[src/rtl/rf_multiport_regfile.sv]
// Register file with one byte-enabled write port and NUM_RD registered read ports.
// An optional post-reset sweep zeroes every word before traffic is accepted.
module rf_multiport_regfile #(
   parameter int ADDR_WIDTH = 4,
   parameter int DATA_WIDTH = 32,
   parameter int NUM_WORDS  = 1 << ADDR_WIDTH,
   parameter int NUM_RD     = 2,
   parameter bit BYPASS     = 1'b1,
   parameter bit INIT_ZERO  = 1'b1,
   localparam int BE_W      = DATA_WIDTH / 8
) (
   input  logic                           clock,
   input  logic                           reset,
   output logic                           init_done,
   input  logic                           wr_en,
   input  logic [ADDR_WIDTH-1:0]          wr_addr,
   input  logic [BE_W-1:0]                wr_be,
   input  logic [DATA_WIDTH-1:0]          data_in,
   input  logic [NUM_RD-1:0]              rd_en,
   input  logic [NUM_RD*ADDR_WIDTH-1:0]   rd_addr,
   output logic [NUM_RD*DATA_WIDTH-1:0]   data_out,
   output logic [NUM_RD-1:0]              valid
);

   typedef enum logic {ST_INIT, ST_RUN} state_t;

   localparam logic [ADDR_WIDTH:0]   WORDS_W   = (ADDR_WIDTH + 1)'(NUM_WORDS);
   localparam logic [ADDR_WIDTH-1:0] LAST_WORD = ADDR_WIDTH'(NUM_WORDS - 1);

   state_t                  state;
   logic [ADDR_WIDTH-1:0]   init_cnt;
   logic [DATA_WIDTH-1:0]   mem [NUM_WORDS];
   logic                    wr_fire;
   logic [DATA_WIDTH-1:0]   wr_word;
   logic [DATA_WIDTH-1:0]   rd_word [NUM_RD];

   function automatic logic in_range(input logic [ADDR_WIDTH-1:0] addr);
      return {1'b0, addr} < WORDS_W;
   endfunction

   function automatic logic [DATA_WIDTH-1:0] merge_bytes(
      input logic [DATA_WIDTH-1:0] old_word,
      input logic [DATA_WIDTH-1:0] new_word,
      input logic [BE_W-1:0]       be
   );
      logic [DATA_WIDTH-1:0] result;
      result = old_word;
      for (int b = 0; b < BE_W; b++)
         if (be[b]) result[8*b +: 8] = new_word[8*b +: 8];
      return result;
   endfunction

   assign wr_fire = (state == ST_RUN) && wr_en && in_range(wr_addr);

   // Out-of-range addresses read as zero and never touch storage.
   always_comb begin
      // NOTE: every always_comb output gets a default first so no path can infer a latch.
      wr_word = '0;
      if (in_range(wr_addr))
         wr_word = merge_bytes(mem[wr_addr], data_in, wr_be);
      for (int p = 0; p < NUM_RD; p++) begin
         rd_word[p] = '0;
         if (in_range(rd_addr[p*ADDR_WIDTH +: ADDR_WIDTH])) begin
            if (BYPASS && wr_fire && (wr_addr == rd_addr[p*ADDR_WIDTH +: ADDR_WIDTH]))
               rd_word[p] = wr_word;
            else
               rd_word[p] = mem[rd_addr[p*ADDR_WIDTH +: ADDR_WIDTH]];
         end
      end
   end

   always_ff @(posedge clock) begin
      // NOTE: sequential state uses non-blocking assignments so every flop samples pre-edge values.
      if (reset) begin
         state     <= INIT_ZERO ? ST_INIT : ST_RUN;
         init_cnt  <= '0;
         init_done <= 1'b0;
      end else begin
         case (state)
            ST_INIT: begin
               init_cnt <= init_cnt + 1'b1;
               if (init_cnt == LAST_WORD) begin
                  state     <= ST_RUN;
                  init_done <= 1'b1;
               end
            end
            default: init_done <= 1'b1;
         endcase
      end
   end

   always_ff @(posedge clock) begin
      // NOTE: the array itself is not reset; the zeroing sweep clears it so it stays RAM-mappable.
      if (!reset) begin
         if (state == ST_INIT)
            mem[init_cnt] <= '0;
         else if (wr_fire)
            mem[wr_addr] <= wr_word;
      end
   end

   always_ff @(posedge clock) begin
      if (reset) begin
         data_out <= '0;
         valid    <= '0;
      end else if (state == ST_RUN) begin
         valid <= rd_en;
         for (int p = 0; p < NUM_RD; p++)
            if (rd_en[p]) data_out[p*DATA_WIDTH +: DATA_WIDTH] <= rd_word[p];
      end else begin
         valid <= '0;
      end
   end

endmodule

[config.mk]
export PLATFORM = sky130hd
export DESIGN_NAME = rf_multiport_regfile
export DESIGN_NICKNAME = d
export VERILOG_FILES = /design/src/rtl/rf_multiport_regfile.sv
export SDC_FILE = /design/constraint.sdc
export NUM_CORES = 1
export LEC_CHECK = 0
export BUFFER_PORTS_ARGS = -buffer_cell sky130_fd_sc_hd__clkbuf_2
export CAP_MARGIN = 10
export CORE_MARGIN = 2
export CORE_UTILIZATION = 65
export DETAILED_ROUTE_END_ITERATION = 12
export HOLD_SLACK_MARGIN = 0.15
export PLACE_DENSITY_LB_ADDON = 0.05
export SETUP_SLACK_MARGIN = 0.15
export SYNTH_ARGS = -nofsm -noshare
export SYNTH_HDL_FRONTEND = slang
export SYNTH_SLANG_ARGS = --single-unit
[constraint.sdc]
create_clock -name clock -period 5.12 [get_ports clock]
set_input_delay 0.512 -clock clock [delete_from_list [all_inputs] [get_ports clock]]
set_output_delay 0.512 -clock clock [all_outputs]
set_load 0.02 [all_outputs]
==> key figures <==
Floorplan
  • Die W: 224.6 microns
  • Site row count: 80
  • Overall die height: 224.6 microns
  • Num ports: between 100 and 150
  • Initial Utilization: 66.13%
  • Die area: 50,460 sq um
  • Area of the core: 47,850 sq um

Setup path
  • CP required: 5600 ps
  • RR Startpoint: state$_SDFF_PP0_
  • Worst-path fanout max: 23
  • Slowest stage cell, crit path: or3_2
  • WP depth: 5
  • CP max stage delay: ~970 ps
  • Reg2reg path depth: 5
  • R2R Path End: data_out[30]$_SDFFE_PP0P_
  • CP arrival: 4260 ps
  • Crit path cell chain: nand3_1 > o2111ai_1 > or3_2 > buf_4 > o221ai_1
  • Startpoint Class: flop
  • Worst path bufs/invs: 1
  • CP Capture Type: flop
  • Cell family with most CP delay: simple AND/OR/NAND/NOR gates
  • Reg2Reg Setup Slack: around 1300 ps
  • Critical path type: reg -> reg

Placed design
  • Hpwl dp: between 60,000 and 70,000 microns
  • Post-Place Cells: 2,817
  • GP Congestion: 0.9009
  • DP Worst Slack: 1199 ps
  • Buffers on Ports: about 120

Logic synthesis
  • Netlist cell types: between 50 and 60
  • Main flop type after synthesis: edfxtp_1
  • Syn nets: 2,269
  • Yosys top cell area share: between 40 and 50%
  • Most numerous cell in the Yosys netlist: edfxtp_1
  • Yosys warning total: 0
  • FFs w/ async S/R, synth: 0%
  • Number of synthesized flops with an enable pin: slightly above 500
  • Avg Cell Area, Syn: 14.29 sq um
  • Synth top area cells: edfxtp_1, mux2_2, mux4_2
  • Top cell type by total area after synthesis: edfxtp_1
  • Seq/Total Area, Yosys: 53.15%
  • Post-synthesis cell area: 31,640 sq um
  • FF+latch count, synth: between 500 and 600
  • Cells after synthesis: 2,215
  • Post-synth top cells: edfxtp_1, mux2_2, o22ai_1

CTS
  • H-tree Lvls: 2
  • Clk slew on worst S/H paths: 60 ps
  • Post CTS Setup Buffer Count: 0
  • Resize count post-CTS: 0
  • CTS root buf: clkbuf_16
  • Clock Latency Late Sink: 650 ps
  • CTS sink count: about 600
  • CTS tree: built
  • Clk buf depth: 3
  • Num CTS Buffers: 60
  • Hold_buf cts: 0

Worst hold path
  • Worst hold path class: in -> reg
  • Hold_sp: data_in[19]
  • Worst hold stages: 3
  • Worst hold endpoint: data_out[51]$_SDFFE_PP0P_

Routing
  • Via count: 23,509
  • Via-to-Cell Ratio: 8.026
  • Total Wirelength: 108,600 microns
  • DRC: 0
  • Routed len/inst: 37.07 microns
  • 1st-pass router iterations: 7
  • DRT iter0 DRCs: 3,584
  • DRT antenna net count: 0

STA
  • Setup violators final: 0
  • Post-layout min period: 3779 ps
  • Fin. max-slew vios: 0
  • Rel. slew slack: 18.77%
  • Unrepaired setup endpoints after global routing: false
  • Highest clock rate: 264.6 MHz
  • Hold Slack: 226.8 ps
  • Setup TNS: 0 ps
  • Final WS setup: about 1300 ps
  • Tcrit/Tclk final: between 70% and 80%
  • Final Hold Fails: 0
  • Worst Skew: 23.15 ps
  • Slew @ Worst Pin: 1216 ps

Global routing
  • First-pass GRT wire length: 156,200 microns
  • GRT Total Usage: around 43%
  • Largest net degree at the start of global routing: 100
  • Vias in the first global route: 23,146
  • Antenna violations before repair: 0
  • GRT overflow: 0

Layout
  • Layout area overhead: 10.72%
  • Share of cells above drive strength 1: 36.78%
  • # diodes: 0
  • Final net count: 2,318
  • Post-Layout Cell Count: 2,929

Pwr
  • Power per cell area: 312.8 nW/um^2
  • Leakage power: 12.83 nW
  • VDD IR max: 0.0003416 V

Outcome
  • Run status: finished, final reports clean

Job
  • Max cap viols: 0
worst max-delay path by stage:
stage / slack (ps) / startpoint / end
2_1_floorplan: 1570 / wr_addr[3] / mem[11][0]$_DFFE_PP_
3_3_place_gp: 1230 / wr_addr[2] / mem[7][18]$_DFFE_PP_
3_5_place_dp: 1200 / wr_addr[2] / mem[7][18]$_DFFE_PP_
4_1_cts: 1520 / state$_SDFF_PP0_ / data_out[30]$_SDFFE_PP0P_
5_1_grt: 1240 / state$_SDFF_PP0_ / data_out[30]$_SDFFE_PP0P_
6_report: 1340 / state$_SDFF_PP0_ / data_out[30]$_SDFFE_PP0P_
metrics by stage:
step | util (%) | instance area (sq um) | power (mW)
floorplan | - | 31640 | 5.994
global placement | 68.87 | 32950 | 6.337
detailed placement | 68.87 | 32950 | 6.353
CTS | 73.22 | 35030 | 10.90
global route | 73.22 | 35030 | 11.15
finish | 73.22 | 35030 | 10.96
worst reg2reg max path, stage by stage (launching register included):
cell and delay (ps):
dfxtp_1 860, nand3_1 370, o2111ai_1 800, or3_2 970, buf_4 420, o221ai_1 180
kinds of logic after synthesis:
kind of cell	count (synthesis)	synth area share [%]
compound gates	442	10.23
xor+xnor	11	0.3045
fa+ha+maj	1	0.03954
buf+inv	206	2.922
flops	584	53.15
mux	659	28.56
simple gates	312	4.797
layer usage:
metal	wire length, microns	up-vias	GRT usage, %	part of all wire, %
met3	15700	535	10.75	14
met2	47550	2094	64.76	44
li1	-	9188	-	-
met4	7931	0	27.24	7.3
met1	37390	11692	57.83	34
met5	0	-	0	0
state kept, by name, indices dropped and copies added, names as in the netlist:
signal,count
init_done,1
mem,512
init_cnt,4
valid,2
state,1
data_out,64
power breakdown:
part | internal [mW] | total (mW) | switching, mW
registers | 5.16 | 5.20 | 0.0385
clock network | 2.72 | 4.66 | 1.94
logic | 0.416 | 1.10 | 0.680
total | 8.30 | 11.0 | 2.66
layout make-up:
class                   instances  area, sq um
inverters                       3        11.26
clock inverters                41        498.0
fillers                      3087        12810
well taps                     615        769.5
repair buffers                190         1232
clock buffers                  71         1584
multi-input cells            1425        14120
flip-flops and latches        584        16820
cells in the final DEF (no fill, tap or decap), types with 8 or more instances in the layout:
cell	n
a2111oi_0	14
a211oi_1	56
a21oi_1	32
a22o_1	16
a22oi_1	28
and3_1	15
buf_4	69
bufinv_16	10
clkbuf_1	8
clkbuf_16	61
clkbuf_2	112
clkinv_2	8
dfxtp_1	72
edfxtp_1	512
mux2_1	25
mux2_2	336
mux2i_1	139
mux4_2	159
nand2_1	78
nor2_1	72
nor2_4	17
nor2b_1	32
nor3_1	30
nor4_1	29
o211ai_1	38
o211ai_2	30
o21ai_0	15
o221ai_1	30
o22ai_1	160
xor2_1	9
(Power assumes the default switching activity.)
